===== src/rtl/mux_n1_stream_pkg.sv =====
// Shared constants for the ALU-lab stream selector: mode encodings, default sizes
// and the small wrap helper used by the round-robin search.
package mux_n1_stream_pkg;

    localparam logic MODE_MANUAL = 1'b0;
    localparam logic MODE_SCAN   = 1'b1;

    localparam int DEF_WIDTH = 8;
    localparam int DEF_NCH   = 4;
    localparam int DEF_SEL_W = 2;

    // Inputs never exceed 2*n-2, so a single conditional subtract is enough.
    function automatic int wrap_idx(input int v, input int n);
        return (v >= n) ? v - n : v;
    endfunction

endpackage


===== src/rtl/mux_n1_stream_rr_pick.sv =====
// Wrap-around first-set search: the lowest offset from ptr with a valid bit wins.
module mux_n1_stream_rr_pick
    import mux_n1_stream_pkg::*;
#(
    parameter int NCH   = DEF_NCH,
    parameter int SEL_W = DEF_SEL_W
) (
    input  logic [NCH-1:0]   valid,
    input  logic [SEL_W-1:0] ptr,
    output logic [SEL_W-1:0] cand,
    output logic             any
);

    always_comb begin
        cand = '0;
        any  = |valid;
        // Walk offsets from farthest to nearest so the nearest valid channel is written last.
        for (int k = NCH - 1; k >= 0; k--) begin
            for (int c = 0; c < NCH; c++) begin
                if (valid[c] && (c == wrap_idx(int'(ptr) + k, NCH))) begin
                    cand = SEL_W'(c);
                end
            end
        end
    end

endmodule


===== src/rtl/mux_n1_stream.sv =====
// N-channel valid/ready selector with a one-entry output register, manual or
// round-robin selection. out_valid states: EMPTY (0) | no word held; FULL (1) | word held.
module mux_n1_stream
    import mux_n1_stream_pkg::*;
#(
    parameter int WIDTH = DEF_WIDTH,
    parameter int NCH   = DEF_NCH,
    parameter int SEL_W = DEF_SEL_W
) (
    input  logic                 clk,
    input  logic                 rst,
    input  logic                 mode,
    input  logic [SEL_W-1:0]     sel,
    input  logic [NCH*WIDTH-1:0] in_data,
    input  logic [NCH-1:0]       in_valid,
    output logic [NCH-1:0]       in_ready,
    output logic [WIDTH-1:0]     out_data,
    output logic                 out_valid,
    input  logic                 out_ready,
    output logic [SEL_W-1:0]     out_ch
);

    logic [SEL_W-1:0] ptr;
    logic [SEL_W-1:0] rr_cand;
    logic             rr_any;
    logic [SEL_W-1:0] cand;
    logic             grant_valid;
    logic             space;
    logic             load;
    logic             sel_valid;
    logic [WIDTH-1:0] cand_data;

    mux_n1_stream_rr_pick #(
        .NCH   (NCH),
        .SEL_W (SEL_W)
    ) u_rr_pick (
        .valid (in_valid),
        .ptr   (ptr),
        .cand  (rr_cand),
        .any   (rr_any)
    );

    always_comb begin
        sel_valid = 1'b0;
        cand_data = '0;
        in_ready  = '0;

        // A sel at or beyond NCH matches no channel and therefore never grants.
        for (int c = 0; c < NCH; c++) begin
            if (c == int'(sel)) sel_valid = in_valid[c];
        end

        if (mode == MODE_SCAN) begin
            cand        = rr_cand;
            grant_valid = rr_any;
        end else begin
            cand        = sel;
            grant_valid = sel_valid;
        end

        space = ~out_valid | out_ready;
        load  = !rst && space && grant_valid;

        for (int c = 0; c < NCH; c++) begin
            if (c == int'(cand)) begin
                cand_data   = in_data[c*WIDTH +: WIDTH];
                in_ready[c] = load;
            end
        end
    end

    always_ff @(posedge clk) begin
        if (rst) begin
            out_data  <= '0;
            out_valid <= 1'b0;
            out_ch    <= '0;
            ptr       <= '0;
        end else if (load) begin
            out_data  <= cand_data;
            out_valid <= 1'b1;
            out_ch    <= cand;
            if (mode == MODE_SCAN) begin
                if (int'(cand) == NCH - 1) ptr <= '0;
                else                       ptr <= cand + SEL_W'(1);
            end
        end else if (out_valid && out_ready) begin
            out_valid <= 1'b0;
        end
    end

endmodule


===== config.mk =====
export PLATFORM = sky130hd
export DESIGN_NAME = mux_n1_stream
export DESIGN_NICKNAME = d
export VERILOG_FILES = /design/src/rtl/mux_n1_stream_pkg.sv /design/src/rtl/mux_n1_stream_rr_pick.sv /design/src/rtl/mux_n1_stream.sv
export SDC_FILE = /design/constraint.sdc
export NUM_CORES = 1
export LEC_CHECK = 0
export ABC_CLOCK_PERIOD_IN_PS = 2800
export BUFFER_PORTS_ARGS = -buffer_cell sky130_fd_sc_hd__buf_2
export CORE_ASPECT_RATIO = 0.8
export CORE_UTILIZATION = 30
export CTS_BUF_LIST = sky130_fd_sc_hd__clkbuf_4 sky130_fd_sc_hd__clkbuf_8
export CTS_CLUSTER_SIZE = 10
export DETAILED_ROUTE_END_ITERATION = 7
export GPL_TIMING_DRIVEN = 0
export PLACE_DENSITY_LB_ADDON = 0.08
export RECOVER_POWER = 25
export SETUP_SLACK_MARGIN = 0.5
export SLEW_MARGIN = 20
export SYNTH_ARGS = -nofsm -noshare
export SYNTH_HDL_FRONTEND = slang
export SYNTH_SLANG_ARGS = --single-unit
export TNS_END_PERCENT = 5

===== constraint.sdc =====
create_clock -name clk -period 2.8 [get_ports clk]
set_clock_uncertainty 0.05 [all_clocks]
set_input_delay 0.42 -clock clk [delete_from_list [all_inputs] [get_ports clk]]
set_output_delay 0.42 -clock clk [all_outputs]
set_load 0.02 [all_outputs]

Yosys cells after proc, flatten, opt, wreduce, memory -nomap -nowiden
Index checks and enable logic that the tools add are counted.
W data, S select, Z words.
{"block": "word_totals", "output_inout_bits": 15, "reg_bits": 13, "inputBits": 42, "wordCells": 100}
{"block": "op_classes", "n_eq_ne": 19, "bitwise": 2, "n_addsub": 8, "magnitude_cmp": 4, "mux": 36, "n_reduce_logical": 27}
{"operator": "$eq A3 B32 Y1 const A", "count": 8}
{"operator": "$eq A2 B32 Y1 const A", "count": 4}
{"operator": "$mux W32", "count": 4}
{"operator": "$ge A32 B4 Y1 const B", "count": 3}
{"operator": "$logic_not A32 Y1", "count": 3}
{"operator": "$sub A32 B4 Y32 const B", "count": 3}
{"operator": "$mux W2", "count": 16}
{"operator": "$mux W8", "count": 4}
{"operator": "$logic_and A1 B1 Y1", "count": 18}
{"operator": "$mux W1", "count": 12}
{"operator": "$eq A2 B2 Y1 const A", "count": 4}
{"operator": "$add A2 B2 Y3 const B", "count": 2}
{"operator": "$eq A1 B2 Y1 const A", "count": 2}
{"operator": "$logic_not A2 Y1", "count": 2}
{"operator": "$reduce_or A4 Y1", "count": 1}
{"operator": "$sub A2 B3 Y4 const B", "count": 1}
{"operator": "$add A2 B1 Y3 const B", "count": 1}
{"operator": "$ge A2 B3 Y1 const B", "count": 1}
{"operator": "$add A2 B1 Y2 const B", "count": 1}
{"operator": "$eq A2 B1 Y1 const B", "count": 1}
{"operator": "$reduce_and A2 Y1", "count": 1}
{"operator": "$reduce_bool A2 Y1", "count": 1}
{"operator": "$logic_not A1 Y1", "count": 1}
{"operator": "$not A1 Y1", "count": 1}
{"operator": "$or A1 B1 Y1", "count": 1}

Logic depth before layout (Yosys ltp)
Gate-level depths: netlist (run 1).
{"block": "logic_depth", "word_depth": 26, "mapped_depth": 12}

By module
Synthesis (run 1) repeated with hierarchy kept, for this count alone.
{"block": "unflattened", "hier_cells": 113, "area_unflattened_um2": 952.2}
{"mod": "mux_n1_stream", "seq_area_each_um2": 260.2, "area_per_inst_um2": 875.8, "instances": 1, "cells_each": 100}
{"mod": "mux_n1_stream_rr_pick", "seq_area_each_um2": 0.0, "area_per_inst_um2": 76.3, "instances": 1, "cells_each": 13}

Least setup slack after synthesis (run 1)
No wires, ideal clock.
{"block": "synth_timing", "path_kind": "input -> output", "startpoint": "in in_valid[0]", "endpoint": "out in_ready[1]", "arrival_ps": 1960, "n_path_buf": 1, "required_ps": 2330, "slack_ps": 370, "stages": 8, "cell_sequence": "nor2b_1 -> o311a_1 -> o21bai_1 -> inv_1 -> ha_1 -> clkbuf_1 -> inv_1 -> nor2_1"}
{"block": "synth_via", "elab_chain_len": 16, "elab_cells_between_ends": 25}
{"element": "start: declaration", "line_no": "mux_n1_stream.sv:15", "rtl": "input logic [NCH-1:0] in_valid,"}
{"element": "$logic_and A1 B1 Y1", "line_no": "mux_n1_stream_rr_pick.sv:20", "rtl": "if (valid[c] && (c == wrap_idx(int'(ptr) + k, NCH))) begin"}
{"element": "$mux W2 (8 in series)", "line_no": "mux_n1_stream_rr_pick.sv:20"}
{"element": "$mux W2 * (4 in series)", "line_no": "mux_n1_stream_rr_pick.sv:20"}
{"element": "$mux W2 *", "line_no": "mux_n1_stream.sv:53", "rtl": "if (mode == MODE_SCAN) begin"}
{"element": "named net cand[0]", "line_no": "mux_n1_stream.sv:26", "rtl": "logic [SEL_W-1:0] cand;"}
{"element": "$eq A2 B2 Y1 *", "line_no": "mux_n1_stream.sv:65", "rtl": "if (c == int'(cand)) begin"}
{"element": "$mux W1 *", "line_no": "mux_n1_stream.sv:65"}
{"element": "end: declaration", "line_no": "mux_n1_stream.sv:16", "rtl": "output logic [NCH-1:0] in_ready,"}
Mark *: on every way through the listed nets, which the timed path passes. The rest lies on a longest branch.

Final worst setup path (run 1)
{"block": "layout_timing", "startpoint": "reg ptr[1]", "endpoint": "out in_ready[2]"}
{"block": "layout_via", "elab_cells_between_ends": 63}
{"element": "start: declaration", "line_no": "mux_n1_stream.sv:23", "rtl": "logic [SEL_W-1:0] ptr;"}
{"element": "start signal: assignment", "line_no": "mux_n1_stream.sv:84", "rtl": "else ptr <= cand + SEL_W'(1);"}
{"element": "$add A2 B2 Y3"}
{"element": "$sub A32 B4 Y32 / $ge A32 B4 Y1 (equally long branches)", "line_no": "mux_n1_stream_pkg.sv:14", "rtl": "return (v >= n) ? v - n : v;"}
{"element": "$mux W32", "line_no": "mux_n1_stream_pkg.sv:14"}
{"element": "$eq A3 B32 Y1", "line_no": "mux_n1_stream_rr_pick.sv:20"}
{"element": "$logic_and A1 B1 Y1", "line_no": "mux_n1_stream_rr_pick.sv:20"}
{"element": "$mux W2 (13 in series)", "line_no": "mux_n1_stream_rr_pick.sv:20"}
{"element": "$mux W2 *", "line_no": "mux_n1_stream_rr_pick.sv:20"}
{"element": "$mux W2 *", "line_no": "mux_n1_stream.sv:53"}
{"element": "named net cand[1]", "line_no": "mux_n1_stream.sv:26"}
{"element": "$eq A2 B2 Y1 *", "line_no": "mux_n1_stream.sv:65"}
{"element": "$mux W1 *", "line_no": "mux_n1_stream.sv:65"}
Marks and branches as above.

==> results of run 1 <==
cell families after synthesis:
kind of cell	synth area share (%)
adder cells (fa/ha/maj)	5.29
multiplexers	2.12
flip-flops	27.5
AO/OA/AOI/OAI	37.8
buffers and inverters	7.80
AND/OR/NAND/NOR	19.4
power by group:
part	internal (mW)	switching, mW
combinational	0.140	0.162
sequential	0.205	0.0125
clock	0.110	0.0677
area by class of cell:
class,count,area share (%)
buffer,8,4.10
clock buffer,4,3.02
inverter,9,2.86
multi-input combinational,94,45.3
sequential,13,16.6
tap,38,2.94
timing repair buffer,68,25.2
flip-flops by register name, indices dropped and copies added, names as in the netlist:
name	flops
out_valid	1
out_ch	2
ptr	2
out_data	8
metal layers:
layer | vias to the layer above | wire [µm] | GRT usage (%)
met5 | - | 0 | 0
met4 | 0 | 34 | 6.30
met3 | 4 | 192 | 4.13
met2 | 48 | 1350 | 29.9
met1 | 529 | 1540 | 25.5
li1 | 602 | - | -
worst reg2reg max path, cell delays in order, from the launching register on:
cell      delay (ps)
dfxtp_4          370
a21o_1           130
a21oi_2           50
o221a_2          300
a21oi_4          200
inv_2            100
ha_4             170
buf_6            130
buf_12           130
a221oi_1         250
nor3_1           120
a21oi_1          130
o21ai_0           80
worst min path at each step:
| stage | startpoint | to | slack (ps) |
|---|---|---|---|
| detailed placement | out_data[5] | out_data[5] | 450 |
| floorplan | ptr[0] | ptr[0] | 440 |
| global route | rst | ptr[1] | 380 |
| global placement | out_data[5] | out_data[5] | 430 |
| finish | rst | ptr[1] | 370 |
| CTS | rst | ptr[1] | 370 |
what timing repair did:
action | 4_1_cts | 5_1_grt
endpoints found under the setup margin | 12 | 12
setup buffers | 4 | 8
pin swaps | 1 | 6
hold buffers | 0 | 0
gates resized for setup | 23 | 30
layout by cell type (no fill, tap or decap), types with 2 or more instances in the layout:
cell type,Yosys,final
a21oi_1,12,10
a221oi_1,7,3
a221oi_2,0,4
buf_12,0,2
buf_2,2,46
buf_4,0,11
buf_6,1,6
clkbuf_1,5,9
clkbuf_8,0,3
dfxtp_1,13,11
dfxtp_4,0,2
ha_4,0,3
inv_1,8,3
inv_2,0,4
mux2i_1,2,2
nand2_1,2,2
nor2_1,15,12
nor2_4,0,2
nor2b_1,7,5
nor2b_4,0,2
nor3_1,9,9
o211ai_1,10,10
o21a_1,2,2
o21ai_0,6,6
o21ai_2,6,6
synth_stat cells:
library cell	number
a21o_1	1
a21oi_1	12
a221oi_1	7
a22oi_1	1
a31oi_1	1
buf_2	2
buf_6	1
clkbuf_1	5
clkinv_1	1
dfxtp_1	13
ha_1	4
inv_1	8
mux2i_1	2
nand2_1	2
nand3_1	1
nor2_1	15
nor2b_1	7
nor2b_2	1
nor3_1	9
nor4_1	1
o211ai_1	10
o21a_1	2
o21ai_0	6
o21ai_1	1
o21ai_2	6
o21bai_1	1
o221a_2	1
o221ai_1	1
o311a_1	1
or3_4	1
==> flow_metrics.env, run 1 <==
export IMPL_status="finished clean"
export IMPL_vias=1183
export IMPL_required_ps=2330
export IMPL_globalRouteOverflowTotal=0
export IMPL_slew_viol_final=0
export IMPL_clock_sinks=13
export IMPL_fin_nets=243
export IMPL_critical_path_depth=10
export IMPL_p_total_mw=0.697
export IMPL_cp_common_cell="buf_6"
export IMPL_worst_pin_slew_ps=471
export IMPL_drt_iter0_drc=47
export IMPL_timing_final_crit_period_ps=2370
export IMPL_die_area_mm2=0.00338
export IMPL_regArea_um2=268
export IMPL_cp_end_kind="output port"
export IMPL_cp_slowest_cell="dfxtp_4"
export IMPL_yosysUniqueCellTypes=30
export IMPL_post_drt_wl_per_cell_um=13.3
export IMPL_routed_wl_mm=3.12
export IMPL_r2r_end="out_data[0]"
export IMPL_seq_area_frac_synth_pct=27.5
export IMPL_dp_cells=218
export IMPL_grt_max_degree=11
export IMPL_row_count=17
export IMPL_yosysTopAreaCell="dfxtp_1"
export IMPL_numCtsBuffers=3
export IMPL_cp_startpoint="ptr[1]"
export IMPL_place_congestion=0.807
export IMPL_clk_pin_slew_ps=60
export IMPL_yosys_register_bits=13
export IMPL_num_antenna_cells=0
export IMPL_layout_setup_ws_ps=430
export IMPL_io_pins=57
export IMPL_syn_nets=170
export IMPL_hold_path_class="input pin to register"
export IMPL_setup_viol=0
export IMPL_ant_nets=0
export IMPL_maxCapViolations=0
export IMPL_die_w_um=64.8
export IMPL_final_cell_count_no_fill=234
export IMPL_yosysWarnings=0
export IMPL_crit_type="register to output port"
export IMPL_hold_path_cell_count=2
export IMPL_drc=0
export IMPL_viasPerCell=5.06
export IMPL_crit_path_end="in_ready[2]"
export IMPL_tritoncts="done"
export IMPL_p_per_area_mw_per_mm2=431
export IMPL_syn_avg_cell_area_um2=7.63
export IMPL_cp_max_fo=5
export IMPL_p_leak_nw=0.701
export IMPL_htreeDepth=1
export IMPL_rsz0062_at_grt="yes"
export IMPL_min_period_over_period_pct=84.7
export IMPL_fmax_ghz=0.422
export IMPL_syn2layout_area_growth_pct=71.0
export IMPL_netlist_instances=124
export IMPL_regToRegSetupSlack_ps=480
export IMPL_n_fill_cell=288
export IMPL_synth_top_area_share_pct=27.5
export IMPL_dp_slack_ps=20.1
export IMPL_antenna_found_initial=0
export IMPL_hold_worst_slack_ps=365
export IMPL_critPathBufInv=4
export IMPL_grt_usage_pct=19.0
export IMPL_hold_viol=0
export IMPL_fin_area_mm2=0.00162
export IMPL_clk_latency_ps=240
export IMPL_r2r_start="ptr[1]"
export IMPL_grt_pass1_vias=1113
export IMPL_clk_path_buf_depth=2
export IMPL_first_pass_iters=4
export IMPL_crit_arrival_ps=1900
export IMPL_initial_utilization_pct=32.9
export IMPL_dpl_hpwl_mm=2.28
export IMPL_drive_gt1_share_pct=52.6
export IMPL_path_cells="a21o_1 -> a21oi_2 -> o221a_2 -> a21oi_4 -> inv_2 -> ha_4 -> buf_6 -> inv_8 -> nor2_4 -> buf_6"
export IMPL_max_stage_delay_ps=370
export IMPL_clock_root_buffer="clkbuf_8"
export IMPL_path_delay_family="compound AO/OA/AOI/OAI gates"
export IMPL_relSlewSlack_pct=68.6
export IMPL_vdd_drop_max_uv=178
export IMPL_yosys_top_cells_area="dfxtp_1, o211ai_1, a221oi_1"
export IMPL_reg2reg_depth=12
export IMPL_core_area_mm2=0.00287
export IMPL_syn_area_um2=946
export IMPL_placed_area_mm2=0.00128
export IMPL_multi_input_area_um2=733
export IMPL_setup_tns_ps=0
export IMPL_place_port_buffers=56
export IMPL_die_y_um=52.2
export IMPL_start_kind="register"
export IMPL_grt_pass1_wl_mm=4.85
export IMPL_final_core_util_pct=56.3
Note: power is estimated with default switching activity, not from simulation.
==> run 2: changes to the inputs <==
--- a/config.mk
+++ b/config.mk
@@ -5,7 +5,7 @@
 export SDC_FILE = /design/constraint.sdc
 export NUM_CORES = 1
 export LEC_CHECK = 0
-export ABC_CLOCK_PERIOD_IN_PS = 2800
+export ABC_CLOCK_PERIOD_IN_PS = 1900
 export BUFFER_PORTS_ARGS = -buffer_cell sky130_fd_sc_hd__buf_2
 export CORE_ASPECT_RATIO = 0.8
 export CORE_UTILIZATION = 30
==> constraint.sdc (replaced) <==
create_clock -name clk -period 1.9 [get_ports clk]
set_clock_uncertainty 0.05 [all_clocks]
set_input_delay 0.285 -clock clk [delete_from_list [all_inputs] [get_ports clk]]
set_output_delay 0.285 -clock clk [all_outputs]
set_load 0.02 [all_outputs]
==> run 2 against run 1 <==
- the run now ends with setup timing left
- clock-buffer cell count unchanged
- hold slack got worse by 130 ps
- combinational power rose by 82%
- sequential cell count unchanged
- core utilization up 7.6 points
- sequential share of layout area fell by 2.0 points
- via count is 1.2% higher
- global-route usage grew 0.53 points
- die area unchanged
==> flow_metrics.env, run 2 (same netlist as run 1, synthesis figures left out) <==
export IMPL_status="finished, violations left"
export IMPL_violations="setup timing"
export IMPL_min_period_over_period_pct=124
export IMPL_fmax_ghz=0.426
export IMPL_dp_slack_ps=-371
export IMPL_htreeDepth=1
export IMPL_fin_area_mm2=0.00184
export IMPL_timing_final_crit_period_ps=2350
export IMPL_hold_path_class="input pin to register"
export IMPL_syn2layout_area_growth_pct=94.2
export IMPL_clk_pin_slew_ps=60
export IMPL_clock_sinks=13
export IMPL_die_area_mm2=0.00338
export IMPL_critPathBufInv=3
export IMPL_relSlewSlack_pct=71.0
export IMPL_rsz0062_at_grt="yes"
export IMPL_drc=0
export IMPL_worst_pin_slew_ps=434
export IMPL_largest_register_ffs=8
export IMPL_place_congestion=0.809
export IMPL_crit_type="register to register"
export IMPL_die_y_um=52.2
export IMPL_maxCapViolations=0
export IMPL_regToRegSetupSlack_ps=-450
export IMPL_hold_viol=0
export IMPL_p_clk_share_pct=23.0
export IMPL_grt_pass1_vias=1114
export IMPL_clock_root_buffer="clkbuf_8"
export IMPL_grt_usage_pct=19.5
export IMPL_dp_cells=218
export IMPL_hold_buffers=0
export IMPL_p_int_mw=0.731
export IMPL_top_regs="out_data: 8 flops, out_ch: 2 flops, ptr: 2 flops"
export IMPL_cp_max_fo=6
export IMPL_critical_path_depth=12
export IMPL_final_core_util_pct=64.0
export IMPL_p_total_mw=1.13
export IMPL_slew_viol_final=0
export IMPL_grt_max_degree=11
export IMPL_tritoncts="done"
export IMPL_layout_setup_ws_ps=-447
export IMPL_initial_utilization_pct=32.9
export IMPL_start_kind="register"
export IMPL_post_drt_wl_per_cell_um=14.0
export IMPL_cp_slowest_cell="dfxtp_4"
export IMPL_place_port_buffers=56
export IMPL_cp_end_kind="register"
export IMPL_numCtsBuffers=3
export IMPL_reg2reg_depth=12
export IMPL_final_cell_mix="buf_2, buf_4, nor2_1, dfxtp_1, o211ai_1"
export IMPL_largest_register="out_data"
export IMPL_vias=1197
export IMPL_clk_path_buf_depth=2
export IMPL_path_cells="nor2b_2 -> o311a_1 -> o21bai_4 -> inv_2 -> ha_4 -> buf_4 -> nor2b_4 -> buf_12 -> a221oi_2 -> nor3_2 -> a21oi_2 -> o21ai_2"
export IMPL_dpl_hpwl_mm=2.34
export IMPL_core_area_mm2=0.00287
export IMPL_final_cell_count_no_fill=241
export IMPL_layout_commonest_cell="buf_2"
export IMPL_p_sw_mw=0.397
export IMPL_routed_wl_mm=3.37
export IMPL_grt_pass1_wl_mm=5.01
export IMPL_clk_latency_ps=240
export IMPL_antenna_found_initial=0
export IMPL_required_ps=1970
export IMPL_fin_nets=250
export IMPL_p_leak_nw=0.794
export IMPL_io_pins=57
export IMPL_drive_gt1_share_pct=64.5
export IMPL_crit_arrival_ps=2420
export IMPL_row_count=17
export IMPL_p_per_area_mw_per_mm2=614
export IMPL_setup_viol=12
export IMPL_first_pass_iters=4
export IMPL_vdd_drop_max_uv=271
export IMPL_die_w_um=64.8
export IMPL_viasPerCell=4.97
export IMPL_max_stage_delay_ps=390
export IMPL_p_comb_share_pct=48.7
export IMPL_path_delay_family="compound AO/OA/AOI/OAI gates"
export IMPL_p_sw_share_pct=35.2
export IMPL_power_frac_seq_pct=28.3
export IMPL_hold_path_cell_count=2
export IMPL_placed_area_mm2=0.00143
export IMPL_num_antenna_cells=0
export IMPL_globalRouteOverflowTotal=0
export IMPL_ant_nets=0
export IMPL_drt_iter0_drc=42
run 2: routing by layer:
metal	vias to the layer above	share of wire [%]	GRT usage [%]
met1	540	46	26.6
met4	0	0.80	6.67
met2	37	47	31.6
met3	2	5.6	2.39
li1	618	-	-
met5	-	0	0
run 2: area by class of cell:
cell class,instances,area (µm²)
repair buffers,75,468
clock buffers,4,48.8
inverters,9,51.3
multi-input cells,94,848
well taps,38,47.5
plain buffers,8,105
fillers,273,1030
flip-flops and latches,13,268
run 2: repair_timing:
action	4_1_cts	5_1_grt
endpoints found under the setup margin	14	16
pin swaps	7	11
cloned	1	0
buffers inserted	9	9
gates resized for setup	32	18
run 2: path summary, 6_finish.rpt:
check | from | to
max | ptr[0] | out_data[4]
min | rst | ptr[1]
max reg2reg | ptr[0] | out_data[4]
min reg2reg | out_data[5] | out_data[5]
run 2: power groups by stage:
stage	Clock [mW]	Combinational, mW	Sequential, mW
global route	0.281	0.588	0.323
finish	0.260	0.549	0.319
CTS	0.265	0.467	0.318
detailed placement	0	0.394	0.325
global placement	0	0.389	0.324
floorplan	0	0.235	0.356
run 2: per-stage QoR:
step	hold slack (ps)	setup TNS [ps]
after floorplan	300	-126
after global placement	431	-3480
after detailed placement	447	-3780
after CTS	231	-4030
after global routing	243	-5430
final	237	-4320
run 2: worst reg2reg max path: stages (launching register included):
cell	delay, ps
dfxtp_4	390
nor2b_2	60
o311a_1	350
o21bai_4	210
inv_2	110
ha_4	170
buf_4	120
nor2b_4	50
buf_12	120
a221oi_2	320
nor3_2	70
a21oi_2	150
o21ai_2	60
